===== src/rtl/net_bus_pkg.sv =====
// Shared types and helpers for the NetBus five-way arbiter.
package net_bus_pkg;

  localparam int NB_PORTS = 5;

  typedef enum logic {
    ST_IDLE = 1'b0,
    ST_BUSY = 1'b1
  } nb_state_t;

  function automatic int NB_WIDTH(input int data_width);
    return data_width * 9 + 14;
  endfunction

endpackage


===== src/rtl/net_bus_rr_pick5.sv =====
// Round-robin picker: first asserted request searching ptr+1, ptr+2, ... modulo 5.
module net_bus_rr_pick5
  import net_bus_pkg::*;
(
  input  logic [NB_PORTS-1:0] i_req,
  input  logic [2:0]          i_ptr,
  output logic [2:0]          o_idx,
  output logic                o_found
);

  logic [2:0] w_cand;

  always_comb begin
    o_idx   = '0;
    o_found = 1'b0;
    w_cand  = '0;
    // scan farthest first so the nearest hit after the pointer overwrites the rest
    for (int k = NB_PORTS; k >= 1; k--) begin
      w_cand = 3'(({1'b0, i_ptr} + 4'(k)) % 4'd5);
      if (i_req[w_cand]) begin
        o_idx   = w_cand;
        o_found = 1'b1;
      end
    end
  end

endmodule


===== src/rtl/net_bus_arb5.sv =====
// Five-to-one NetBus arbiter with round-robin, packet-atomic grants and one output register.
// Optional mid-packet idle timeout is compiled in with NETBUS_ARB_TIMEOUT_EN.
//   state   | meaning
//   ST_IDLE | no grant; arbitrate among valid requesters (1 cycle)
//   ST_BUSY | packet granted to GNT until its last beat is accepted
module net_bus_arb5
  import net_bus_pkg::*;
#(
  parameter int DATA_WIDTH = 4,
  parameter int LAST_BIT   = 0,
  parameter int TIMEOUT    = 255
) (
  input  logic                            CLK,
  input  logic                            RST,
  input  logic [NB_WIDTH(DATA_WIDTH)-1:0] RDATA0,
  input  logic [NB_WIDTH(DATA_WIDTH)-1:0] RDATA1,
  input  logic [NB_WIDTH(DATA_WIDTH)-1:0] RDATA2,
  input  logic [NB_WIDTH(DATA_WIDTH)-1:0] RDATA3,
  input  logic [NB_WIDTH(DATA_WIDTH)-1:0] RDATA4,
  input  logic                            RVALID0,
  input  logic                            RVALID1,
  input  logic                            RVALID2,
  input  logic                            RVALID3,
  input  logic                            RVALID4,
  output logic                            RREADY0,
  output logic                            RREADY1,
  output logic                            RREADY2,
  output logic                            RREADY3,
  output logic                            RREADY4,
  output logic [NB_WIDTH(DATA_WIDTH)-1:0] DATA,
  output logic                            VALID,
  input  logic                            READY,
  output logic [2:0]                      GNT,
  output logic                            BUSY,
  output logic                            ERR
);

  localparam int W = NB_WIDTH(DATA_WIDTH);

  if (LAST_BIT < 0 || LAST_BIT >= W || TIMEOUT < 1 || TIMEOUT > 65535) begin : g_bad_param
    $error("net_bus_arb5: LAST_BIT or TIMEOUT out of range");
  end

  nb_state_t           r_state;
  logic [W-1:0]        r_data;
  logic                r_valid;
  logic [2:0]          r_gnt;
  logic                r_err;

  logic [W-1:0]        w_rdata [NB_PORTS];
  logic [W-1:0]        w_rdata_g;
  logic [NB_PORTS-1:0] w_rvalid;
  logic [NB_PORTS-1:0] w_rready;
  logic [2:0]          w_pick;
  logic                w_found;
  logic                w_room;
  logic                w_rvalid_g;
  logic                w_in_xfer;

  assign w_rdata[0] = RDATA0;
  assign w_rdata[1] = RDATA1;
  assign w_rdata[2] = RDATA2;
  assign w_rdata[3] = RDATA3;
  assign w_rdata[4] = RDATA4;
  assign w_rvalid   = {RVALID4, RVALID3, RVALID2, RVALID1, RVALID0};

  assign w_rdata_g  = w_rdata[r_gnt];
  assign w_rvalid_g = w_rvalid[r_gnt];
  assign w_room     = ~r_valid | READY;
  assign w_in_xfer  = (r_state == ST_BUSY) & w_rvalid_g & w_room;

  always_comb begin
    w_rready = '0;
    if (r_state == ST_BUSY && w_room) w_rready[r_gnt] = 1'b1;
  end

  net_bus_rr_pick5 u_pick (
    .i_req   (w_rvalid),
    .i_ptr   (r_gnt),
    .o_idx   (w_pick),
    .o_found (w_found)
  );

`ifdef NETBUS_ARB_TIMEOUT_EN
  logic [15:0] r_tcnt;
`endif

  always_ff @(posedge CLK or posedge RST) begin
    if (RST) begin
      r_state <= ST_IDLE;
      r_data  <= '0;
      r_valid <= 1'b0;
      r_gnt   <= 3'(NB_PORTS - 1);
      r_err   <= 1'b0;
`ifdef NETBUS_ARB_TIMEOUT_EN
      r_tcnt  <= '0;
`endif
    end else begin
      r_err <= 1'b0;
      if (w_in_xfer) begin
        r_data  <= w_rdata_g;
        r_valid <= 1'b1;
      end else if (r_valid && READY) begin
        r_valid <= 1'b0;
      end

      case (r_state)
        ST_IDLE: begin
`ifdef NETBUS_ARB_TIMEOUT_EN
          r_tcnt <= '0;
`endif
          if (w_found) begin
            r_gnt   <= w_pick;
            r_state <= ST_BUSY;
          end
        end
        ST_BUSY: begin
          if (w_in_xfer && w_rdata_g[LAST_BIT]) r_state <= ST_IDLE;
`ifdef NETBUS_ARB_TIMEOUT_EN
          // GNT stays on the stalled requester, so the next search starts just past it
          if (w_rvalid_g) begin
            r_tcnt <= '0;
          end else if (r_tcnt == 16'(TIMEOUT - 1)) begin
            r_tcnt  <= '0;
            r_err   <= 1'b1;
            r_state <= ST_IDLE;
          end else begin
            r_tcnt <= r_tcnt + 16'd1;
          end
`endif
        end
        default: r_state <= ST_IDLE;
      endcase
    end
  end

  assign DATA    = r_data;
  assign VALID   = r_valid;
  assign GNT     = r_gnt;
  assign BUSY    = (r_state == ST_BUSY);
  assign ERR     = r_err;
  assign RREADY0 = w_rready[0];
  assign RREADY1 = w_rready[1];
  assign RREADY2 = w_rready[2];
  assign RREADY3 = w_rready[3];
  assign RREADY4 = w_rready[4];

endmodule


===== config.mk =====
export PLATFORM = sky130hd
export DESIGN_NAME = net_bus_arb5
export DESIGN_NICKNAME = d
export VERILOG_FILES = /design/src/rtl/net_bus_pkg.sv /design/src/rtl/net_bus_rr_pick5.sv /design/src/rtl/net_bus_arb5.sv
export SDC_FILE = /design/constraint.sdc
export NUM_CORES = 1
export LEC_CHECK = 0
export CORE_AREA = 2 2 123 125
export DETAILED_ROUTE_END_ITERATION = 6
export DIE_AREA = 0 0 125 127
export DONT_BUFFER_PORTS = 1
export PLACE_DENSITY = 0.58
export REMOVE_ABC_BUFFERS = 1
export SYNTH_ARGS = -nofsm -noshare
export SYNTH_HDL_FRONTEND = slang
export SYNTH_HIERARCHICAL = 1
export SYNTH_SLANG_ARGS = --single-unit

===== constraint.sdc =====
create_clock -name CLK -period 6.2 [get_ports CLK]
set_clock_uncertainty 0.2 [all_clocks]
set_input_delay 0.62 -clock CLK [delete_from_list [all_inputs] [get_ports CLK]]
set_output_delay 0.62 -clock CLK [all_outputs]
set_load 0.02 [all_outputs]

==> impl_metrics.json, run 1 <==
{
  "grt_pass1_wl_microns": 32500,
  "finalHoldViolations": 0,
  "rsz0062_at_grt": "false",
  "cts_buffer_depth": 2,
  "cts_buffers": 5,
  "p_total_w": 0.00455,
  "rrSetupSlack_ps": 1150,
  "overflow": 0,
  "critPathCaptureType": "register",
  "fmax_ghz": 0.198,
  "portBuffers": 0,
  "peakVddDrop_mv": 0.231,
  "dp_hpwl_microns": 16600,
  "coreArea_sq_mm": 0.0144,
  "required_ps": 6180,
  "critPathKind": "reg -> reg",
  "synth_cell_types": 89,
  "initialDrtViolationCount": 523,
  "syn_inst": 648,
  "yosysMostFrequentCell": "mux2i_1",
  "postRouteWirelength_microns": 21900,
  "worst_pin_slew_ps": 1050,
  "synth_warnings": 6,
  "clockRootBuffer": "clkbuf_16",
  "h-tree-depth": 2,
  "post_cts_buffers": 0,
  "antenna_found_initial": 3,
  "slew_violations": 0,
  "dr_total_vias": 5419,
  "synth_top_area_share_pct": 22.2,
  "cts_resized": 0,
  "intPower_w": 0.00214,
  "fin_crit_sh_pct": 81.4,
  "synthTopCellsByArea": "dfrtp_1, mux2i_1, mux2_2, mux2_1, ha_1",
  "die_w_microns": 125,
  "clk_pin_slew_ps": 80,
  "netlist_area_sq_mm": 0.00609,
  "ant_nets": 0,
  "clk_latency_ps": 300,
  "cts_tree": "yes",
  "powerDensity_mw_per_mm2": 724,
  "synth_seq_cells": 55,
  "via_per_inst": 6.78,
  "cts_hold_buf": 0,
  "seqPwrFrac_pct": 21.1,
  "layout.nets": 891,
  "clkPwrFrac_pct": 6.6,
  "ys_top_cells_by_count": "mux2i_1, dfrtp_1, mux2_2, inv_1, o22ai_1",
  "power_switching_w": 0.00241,
  "seq_area_frac_synth_pct": 22.6,
  "start_util_pct": 42.2,
  "swShare_pct": 53.1,
  "p_comb_share_pct": 72.3,
  "grt_usage_pct": 26.0,
  "synth-main-ff-cell": "dfrtp_1",
  "area_growth_pct": 3.10,
  "drive_above_1_share_pct": 15.6,
  "stdcell_count": 799,
  "dieHeight_microns": 127,
  "tns_ps": 0,
  "crit_arrival_ps": 5030,
  "drt_first_pass_iters": 6,
  "crit_fanout": 41,
  "synth_top_cell_by_area": "dfrtp_1",
  "io_pins": 319,
  "status": "finished clean",
  "wl_per_cell_microns": 27.4,
  "synth_edf_count": 0,
  "hold_slack_ps": 206,
  "dp_cells": 790,
  "clock-sinks": 55,
  "gp_congestion": 0.945,
  "grt_pass1_vias": 5348,
  "ys_async_sr_fraction_pct": 100,
  "worstSetupStartpointType": "register",
  "period_minus_slack_ps": 5050,
  "fp.dieArea_sq_mm": 0.0159,
  "grt_max_degree": 61,
  "maxCapViolations": 0,
  "p_leak_nw": 2.54,
  "avgSynthCellArea_sq_um": 9.40,
  "hold_path.class": "in -> async",
  "setup_viol_count_final": 0,
  "slew-limit-headroom_pct": 29.5,
  "drc": 0,
  "rows": 44
}
==> placed cells by master, fill, tap and decap left out, types with 17 or more instances in the layout <==
master and instances:
ha_1 20, mux2_1 23, nand2_1 25, a222oi_1 21, inv_1 33, a22o_1 23
nor2_1 19, mux2_2 37, a21oi_1 17, o22ai_1 32, dfrtp_1 52, a2bb2oi_1 26
mux2i_1 79
==> flip-flops by register name (all words and copies together), names as in the netlist <==
register,cells
BUSY,1
GNT,3
DATA,50
VALID,1
==> logic make-up after synthesis <==
family                     after synthesis  synth area share (%)
AOI/OAI and AO/OA                      206                  27.6
xor gates and xnor gates                 8                  1.71
adders and majority gates               20                  4.11
buffers and inverters                   94                  7.52
DFF                                     55                  22.6
muxes                                  141                  24.7
other                                    1                0.0616
and+or+nand+nor                        123                  11.7
==> path summary, 6_finish.rpt <==
check | startpoint | end | depth (start not counted)
worst max-delay path | GNT[2] | GNT[0] | 14
worst min-delay path | RST | DATA[6] | 2
worst max register to register | GNT[2] | GNT[0] | 14
worst min register to register | DATA[47] | DATA[47] | 2
max in group asynchronous | RST | GNT[1] | 2
min in group CLK | READY | VALID | 1
==> power by group through the flow <==
stage | clock, W | sequential [W] | combinational (W)
3_5_place_dp | 0 | 0.000966 | 0.00323
3_3_place_gp | 0 | 0.000963 | 0.00314
5_1_grt | 0.000320 | 0.000984 | 0.00358
6_report | 0.000302 | 0.000959 | 0.00329
2_1_floorplan | 0 | 0.000998 | 0.00247
4_1_cts | 0.000308 | 0.000964 | 0.00324
==> layer usage <==
metal | share of wire [%] | GRT usage [%] | up-vias
li1 | - | - | 2455
met1 | 40 | 33.2 | 2622
met2 | 46 | 41.4 | 302
met3 | 11 | 9.84 | 34
met4 | 2.3 | 7.25 | 6
met5 | 0.16 | 0 | -
==> per-stage QoR <==
step / utilization, % / worst slack (ps) / cell area [sq um]
finish: 43.5 / 1150 / 6280
floorplan: - / -264 / 5770
global route: 43.5 / 781 / 6280
detailed placement: 42.5 / 1220 / 6130
global placement: 42.5 / 1430 / 6130
CTS: 43.5 / 1200 / 6280
==> layout make-up <==
cell class | count | area (sq um)
diodes | 1 | 2.50
clock buffers | 5 | 125
clock inverters | 3 | 23.8
fillers | 1426 | 8140
inverters | 37 | 141
multi-input cells | 499 | 4260
flip-flops and latches | 55 | 1390
well taps | 184 | 230
repair buffers | 15 | 113
==> critical path: stages (launching register included) <==
cell and delay (ps):
dfstp_4 980, buf_4 570, xnor2_4 210, inv_4 90
ha_1 210, or2_2 330, a21oi_1 270, o21ai_0 140
a2111oi_0 520, o221ai_1 350, o31ai_4 170, nor3_1 80
nand3_1 110, nor2b_1 270, mux2_2 380
No activity file was read; power rests on OpenSTA's default activity.
==> run 2: changes to the inputs <==
==> constraint.sdc (replaced) <==
create_clock -name CLK -period 4.9 [get_ports CLK]
set_clock_uncertainty 0.2 [all_clocks]
set_input_delay 0.49 -clock CLK [delete_from_list [all_inputs] [get_ports CLK]]
set_output_delay 0.49 -clock CLK [all_outputs]
set_load 0.02 [all_outputs]
==> run 2 against run 1 <==
The flow now finishes with violations (DRC). Fmax rose by 11%. Global-route usage rose by 0.43 points. Total power rose by 29%. Final cell count rose by 0.88%. Register-to-register slack got worse by 790 ps. Routed wire length rose by 1.3%. Critical path depth rose by 2. Hold slack got worse by 150 ps. Largest power group unchanged. Clock power rose by 40%. First-iteration DRC count rose by 8.6%.
==> impl_metrics.json, run 2 (same netlist as run 1, synthesis figures left out) <==
{
  "status": "complete, but fails checks",
  "violations": "DRC",
  "cts_buffer_depth": 2,
  "cts_hold_buf": 0,
  "cts_resized": 0,
  "antenna_found_initial": 2,
  "via_per_inst": 6.79,
  "crit_chain": "inv_1 -> ha_1 -> ha_1 -> nor3b_1 -> a22oi_1 -> and2_1 -> ha_1 -> nor2b_1 -> o32ai_2 -> mux2i_1 -> a32oi_1 -> inv_1 -> nor3_1 -> nand3_1 -> nor2b_1 -> mux2_2",
  "final_core_util_pct": 44.0,
  "rows": 44,
  "clockRootBuffer": "clkbuf_16",
  "io_pins": 319,
  "drt_first_pass_iters": 7,
  "setup_ws_ps": 361,
  "p_total_w": 0.00589,
  "hold_path.class": "in -> async",
  "gp_congestion": 0.945,
  "stdcell_area_sq_mm": 0.00635,
  "start_util_pct": 42.2,
  "dieHeight_microns": 127,
  "dpl_cell_area_sq_mm": 0.00618,
  "crit_arrival_ps": 4540,
  "grt_max_degree": 75,
  "worstSetupStartpointType": "register",
  "rsz0062_at_grt": "false",
  "slew_violations": 0,
  "postRouteWirelength_microns": 22100,
  "swShare_pct": 52.5,
  "fmax_ghz": 0.220,
  "cts_tree": "yes",
  "p_leak_nw": 2.60,
  "power_switching_w": 0.00309,
  "clkPwrFrac_pct": 7.2,
  "drive_above_1_share_pct": 16.6,
  "seqPwrFrac_pct": 19.7,
  "post_cts_buffers": 0,
  "cpMaxStageDelayCell": "dfrtp_4",
  "crit_family": "simple AND/OR/NAND/NOR gates",
  "path_buf_inv": 2,
  "overflow": 0,
  "finalHoldViolations": 0,
  "cp_common_cell": "ha_1",
  "reg2reg_from": "GNT[1]",
  "powerDensity_mw_per_mm2": 927,
  "layout.nets": 898,
  "portBuffers": 0,
  "final_common_cell": "mux2i_1",
  "ant_nets": 0,
  "final_cell_mix": "mux2i_1, dfrtp_1, mux2_2",
  "period_minus_slack_ps": 4540,
  "largest_reg_flops": 50,
  "dr_total_vias": 5469,
  "fin_crit_sh_pct": 92.6,
  "area_growth_pct": 4.29,
  "grt_pass1_vias": 5458,
  "startpoint": "GNT[1]",
  "coreArea_sq_mm": 0.0144,
  "initialDrtViolationCount": 568,
  "cts_buffers": 5,
  "clk_pin_slew_ps": 80,
  "grt_pass1_wl_microns": 32800,
  "fp.dieArea_sq_mm": 0.0159,
  "tns_ps": 0,
  "clk_latency_ps": 310,
  "slew-limit-headroom_pct": 36.8,
  "worst_pin_slew_ps": 940,
  "drc": 14,
  "peakVddDrop_mv": 0.360,
  "clock-sinks": 55,
  "dp_hpwl_microns": 16900,
  "h-tree-depth": 2,
  "crit_fanout": 6,
  "intPower_w": 0.00279,
  "critPathKind": "reg -> reg",
  "dp_slack_ps": 474,
  "maxCapViolations": 0,
  "p_comb_share_pct": 73.1,
  "die_w_microns": 125,
  "grt_usage_pct": 26.4,
  "wl_per_cell_microns": 27.5,
  "setup_viol_count_final": 0,
  "required_ps": 4900,
  "critPathCaptureType": "register",
  "crit_path_max_incr_delay_ps": 550
}
-- run 2: changes by cell type in the layout (fill, tap and decap cells not counted), sizes merged --
cell / previous run / this run
clkinvlp: 2 / 0
clkinv: 1 / 3
bufinv: 0 / 1
inv: 37 / 36
buf: 15 / 22
-- run 2: per-stage QoR --
step / cells / hold WS [ps]
finish: 806 / 59.2
global route: 805 / 62.5
CTS: 805 / 65.4
detailed placement: 797 / 401
global placement: 797 / 387
floorplan: 591 / 383
-- run 2: power by group through the flow --
stage          logic, W  clock network (W)  registers, W
2_1_floorplan   0.00312                  0       0.00126
3_3_place_gp    0.00412                  0       0.00117
3_5_place_dp    0.00423                  0       0.00117
4_1_cts         0.00425           0.000434       0.00116
5_1_grt         0.00467           0.000451       0.00118
6_report        0.00431           0.000423       0.00116
-- run 2: final cells by class --
type                    instances  area, sq um
repair buffers                 22          165
multi-input cells             499         4260
clock inverters                 3         43.8
well taps                     184          230
flip-flops and latches         55         1390
fillers                      1412         8070
clock buffers                   5          125
inverters                      37          141
diodes                          1         2.50
-- run 2: worst reg2reg max path, cell delays in order (launching register included) --
cell     delay [ps]
dfrtp_4         550
inv_1           200
ha_1            290
ha_1            240
nor3b_1         230
a22oi_1         130
and2_1          210
ha_1            240
nor2b_1         170
o32ai_2         450
mux2i_1         180
a32oi_1         430
inv_1            90
nor3_1          200
nand3_1         130
nor2b_1         200
mux2_2          300
-- run 2: final timing paths --
check,to,slack [ps],cells past startpoint
hold / removal,DATA[6],60,2
setup / recovery,GNT[1],360,16
max in group asynchronous,GNT[1],3840,2
setup reg to reg,GNT[1],360,16
hold reg to reg,DATA[3],440,2
min in group CLK,VALID,70,1
-- run 2: per-layer routing --
layer	track usage [%]	routed length [microns]	up-vias
met5	0	12	-
met2	41.4	10300	308
met3	9.42	2330	41
met4	7.71	532	2
li1	-	-	2456
met1	34.5	9000	2662
==> edit 1 (flow settings as in run 1) <==
Add a define of `NETBUS_ARB_TIMEOUT_EN`.
--- a/src/rtl/net_bus_arb5.sv
+++ b/src/rtl/net_bus_arb5.sv
@@ -5,2 +5,4 @@
 //   ST_BUSY | packet granted to GNT until its last beat is accepted
+`define NETBUS_ARB_TIMEOUT_EN
+
 module net_bus_arb5
Check against the original RTL: same outputs for any inputs over 10 cycles, from zero or initial values and one cycle with RST high; that may be too few to reach the edited logic, so the function may still have changed.
==> edit 1 against run 1 <==
- routed wire length increased by 13%
- power is 13% higher
- final area grew 19%
- combinational power grew 7.6%
- area after synthesis up 19%
- count of clock-buffer cells in the layout grew 4
- sequential cell count rose by 17
- setup slack improved by 21 ps
- largest cell class unchanged
==> edit 1: results (changes against run 1) <==
| Metric | Value |
|---|---|
| Clock transition at the registers of the reported paths | `60 ps (-20 ps)` |
| Run status | `finished, final reports clean` |
| Worst R2R End | `GNT[0]` |
| 1st-iter DRT viols | `572 (+9.4%)` |
| Max incr delay on CP | `1120 ps (+140 ps)` |
| Port bufs | `0 (unchanged)` |
| Min-Delay Path Class | `in -> reg` |
| Commonest cells post-synth | `75 x mux2i_1, 71 x dfrtp_1, 62 x o21ai_0, 43 x inv_1, 41 x a22oi_1` |
| Post-Synth Adder-Cell Area | `3.78% (-0.32 points)` |
| Sequential Power Share | `22.1% (+1.0 points)` |
| Pre-CTS WS | `1270 ps (+45.5 ps)` |
| Setup CP Type | `reg -> reg` |
| Maximum clock insertion buffer count | `2 (unchanged)` |
| WHS Endpoint | `VALID` |
| Post-Place Cells | `897 (+14%)` |
| Gpl congestion | `0.920 (-2.6%)` |
| Ratio of cells with drive above 1 in the final layout | `17.9% (+2.3 points)` |
| Number of synthesized flops with an enable pin | `0 (unchanged)` |
| Number of buffers created by CTS | `9 (+4)` |
| Hold Slack | `163 ps (-43.3 ps)` |
| First-pass GRT wire length | `36,500 µm (+12%)` |
| Depth of the CTS H-tree | `3 (+1)` |
| Worst skew pair latency | `340 ps (+40 ps)` |
| Placed Instance Area | `7210 µm² (+18%)` |
| Yosys cell types | `95 (+6.7%)` |
| Crit path max-delay family | `compound AO/OA/AOI/OAI gates` |
| # fillers | `1,359 (-4.7%)` |
| Ys async rst share | `100% (unchanged)` |
| R2R Setup Slk | `1180 ps (+20 ps)` |
| Mux cell area share after synthesis | `23.9% (-0.75 points)` |
| Layout Nets | `1,005 (+13%)` |
| Sequential cell area fraction in the yosys report | `24.8% (+2.2 points)` |
| YS warnings | `6 (unchanged)` |
| Setup bufs post-CTS | `0 (unchanged)` |
| Hold-fix buffers, CTS | `1 (+1)` |
| Max FFs per register | `50 (unchanged)` |
| Area contributors post-synth | `dfrtp_1 24%, mux2i_1 10%, mux2_4 6.2%` |
| All-Layer GR Usage | `29.7% (+3.7 points)` |
| Drt wl/cell | `26.9 µm (-1.6%)` |
| Switching share of power | `50.9% (-2.2 points)` |
| Crit path max fanout | `65 (+59%)` |
| DR vias | `6,262 (+16%)` |
| CTS Root Cell | `clkbuf_16` |
| Vias in the first global route | `6,074 (+14%)` |
| Peak VDD IR | `0.428 mV (+85%)` |
| Cts repair resizes | `0 (unchanged)` |
| Crit path DAT | `5040 ps (about the same)` |
| Final Power | `5160 µW (+13%)` |
| Syn Area/Cell | `9.46 µm² (+0.62%)` |
| Setup WS post-layout | `1180 ps (+20.5 ps)` |
| Largest net degree at the start of global routing | `75 (+23%)` |
| Slowest CP cell | `dfstp_4` |
| Drt total wl | `24,600 µm (+13%)` |
| Post-DP HPWL | `18,700 µm (+12%)` |
| Relative slew slack | `16.9% (-13 points)` |
| Clock network power | `482 µW (+60%)` |
| Synth Area in Compound Gates | `23.1% (-4.5 points)` |
| Leakage | `0.00307 µW (+21%)` |
| Post-Synth XOR/XNOR Area | `2.87% (+1.2 points)` |
-- edit 1: cell types whose count changed in the layout (fill, tap and decap cells not counted), moves of 17 or more --
| cell | delta |
|---|---|
| mux2_1 | -23 |
| a22o_1 | -21 |
| o21ai_0 | +51 |
| a22oi_1 | +25 |
| o2bb2ai_1 | +20 |
| mux2_4 | +29 |
| dfrtp_1 | +17 |
| a2bb2oi_1 | -22 |
| a222oi_1 | -21 |
-- edit 1: routing by layer --
layer  up-vias  routed length, µm  track usage (%)
met2       309              11800             47.6
met1      3098               9990             39.0
met5         -                 22                0
met3        39               2190             8.79
met4         4                655             9.48
li1       2812                  -                -
-- edit 1: area by class of cell --
class / instances / area, µm² / share of cell area (%)
sequential: 72 / 1810 / 24.2
clock buffer: 9 / 225 / 3.00
tap: 184 / 230 / 3.07
inverter: 46 / 176 / 2.35
multi-input combinational: 583 / 4890 / 65.2
timing repair buffer: 13 / 113 / 1.50
clock inverter: 7 / 48.8 / 0.651
antenna: 1 / 2.50 / 0.0334
==> edit 2 (flow settings as in run 1) <==
Without the edit above. Make the reset (`RST`) synchronous in one clocked block.
--- a/src/rtl/net_bus_arb5.sv
+++ b/src/rtl/net_bus_arb5.sv
@@ -87,3 +87,3 @@
 
-  always_ff @(posedge CLK or posedge RST) begin
+  always_ff @(posedge CLK) begin
     if (RST) begin
Function: differs if RST is asserted again (counterexample within 4 cycles, from zero or initial values and one cycle with RST high); with RST held inactive, the same outputs for 10 cycles.
==> edit 2 against run 1 <==
- power shrank 31%
- setup slack gained 33 ps
- count of clock-buffer cells in the layout grew 1
- sequential cell count is the same
- routed wire length shrank 3.1%
- final area grew 4.6%
- global-route usage shrank 1.1 points
- area after synthesis grew 7.5%
- critical path type unchanged
- critical endpoint is now GNT[2]
- largest cell class unchanged
==> edit 2: results (changes against run 1) <==
| Metric | Value |
|---|---|
| Ratio of cells with drive above 1 in the final layout | `7.18% (-8.5 points)` |
| Crit path max fanout | `22 (-46%)` |
| TritonRoute pass-1 iters | `5 (-1)` |
| Layout Nets | `1,029 (+15%)` |
| Met1 Use GR | `29.0% (-4.2 points)` |
| Top Layer Used | `met4` |
| Post-Synth Adder-Cell Area | `3.82% (-0.29 points)` |
| Crit path DAT | `4960 ps (-70 ps)` |
| Run status | `finished, final reports clean` |
| Max incr delay on CP | `850 ps (-130 ps)` |
| Pre-CTS WS | `1300 ps (+80.5 ps)` |
| Leakage | `0.00271 µW (+6.7%)` |
| Peak VDD IR | `0.209 mV (-9.3%)` |
| Setup bufs post-CTS | `0 (unchanged)` |
| Clock transition at the registers of the reported paths | `80 ps (about the same)` |
| Synth Area in Compound Gates | `27.6% (-0.068 points)` |
| Routed wl met2 | `11,200 µm (+11%)` |
| Worst skew pair latency | `300 ps (about the same)` |
| Drt total wl | `21,200 µm (-3.1%)` |
| Yosys cell types | `86 (-3.4%)` |
| Routed length on met3 | `1510 µm (-37%)` |
| M1 WL | `8160 µm (-7.5%)` |
| Gpl congestion | `0.905 (-4.2%)` |
| Largest net degree at the start of global routing | `108 (+77%)` |
| Commonest cells post-synth | `165 x mux2i_1, 74 x nand2_1, 70 x nor2_1, 60 x o21ai_0` |
| YS warnings | `6 (unchanged)` |
| Syn Area/Cell | `8.05 µm² (-14%)` |
| Initial antenna violation count | `1 (-2)` |
| 1st-iter DRT viols | `371 (-29%)` |
| # fillers | `1,466 (+2.8%)` |
| Port bufs | `0 (unchanged)` |
| Ys flop type | `dfxtp_1` |
| Vias per cell | `6.40 (-5.6%)` |
| Vias in the first global route | `5,758 (+7.7%)` |
| Number of buffers created by CTS | `5 (unchanged)` |
| Maximum clock insertion buffer count | `2 (unchanged)` |
| Worst slew pin tran | `1070 ps (+26.7 ps)` |
| First-pass GRT wire length | `31,600 µm (-2.9%)` |
| Sequential cell area fraction in the yosys report | `16.8% (-5.8 points)` |
| Crit path max-delay family | `compound AO/OA/AOI/OAI gates` |
| Met2 usage | `47.2% (+5.7 points)` |
| Ys async rst share | `0% (-100 points)` |
| Post-Place Cells | `928 (+17%)` |
| Slowest CP cell | `ha_1` |
| Post-Synth XOR/XNOR Area | `1.59% (-0.12 points)` |
| Post-DP HPWL | `16,100 µm (-3.1%)` |
| All-Layer GR Usage | `24.9% (-1.1 points)` |
| CTS Root Cell | `clkbuf_16` |
| Area contributors post-synth | `mux2i_1 25%, dfxtp_1 17%, o211ai_1 6.3%` |
| Min-Delay Path Class | `in -> reg` |
| Drt wl/cell | `22.6 µm (-17%)` |
| Mux cell area share after synthesis | `26.3% (+1.6 points)` |
| Met3 Usage GRT | `4.98% (-4.9 points)` |
| Cts repair resizes | `0 (unchanged)` |
-- edit 2: cell count changes in the layout (fill, tap and decap cells not counted), sizes merged, moves of 21 or more --
cell,change
mux2i,+86
mux2,-57
dfxtp,+55
dfrtp,-54
nor2,+51
o211ai,+50
o21ai,+50
nand2,+49
a21o,+48
o22ai,-28
a2bb2oi,-25
a222oi,-21
a22o,-21
inv,-21
-- edit 2: logic make-up (layout without fill, tap and decap cells) --
| logic type | after synthesis | after routing |
|---|---|---|
| compound gates | 249 | 249 |
| xor+xnor | 8 | 8 |
| fa+ha+maj | 20 | 20 |
| buf+inv | 93 | 32 |
| flops | 55 | 55 |
| mux | 170 | 170 |
| other cells | 1 | 2 |
| simple gates | 217 | 217 |
-- edit 2: layout make-up --
cell class	instances	area share, %
diodes	1	0.0381
clock buffers	6	1.96
clock inverters	2	0.590
inverters	16	0.952
multi-input cells	665	75.1
flip-flops and latches	55	16.9
well taps	184	3.50
repair buffers	8	0.914
-- edit 2: metrics by stage --
| step | area, µm² | setup TNS [ps] |
|---|---|---|
| global route | 6570 | 0 |
| CTS | 6570 | 0 |
| detailed placement | 6400 | 0 |
| global placement | 6400 | 0 |
| finish | 6570 | 0 |
| floorplan | 6080 | -97290 |
-- edit 2: final timing paths --
kind / end / slack [ps] / from / depth (start not counted)
hold / removal: GNT[0] / 170 / RST / 1
hold reg to reg: DATA[35] / 360 / DATA[35] / 2
setup reg to reg: GNT[2] / 1190 / GNT[1] / 15
setup / recovery: GNT[2] / 1190 / GNT[1] / 15
-- edit 2: power breakdown --
part	internal [µW]	switching, µW
clock	193	151
sequential	451	205
combinational	882	1240
total	1530	1600
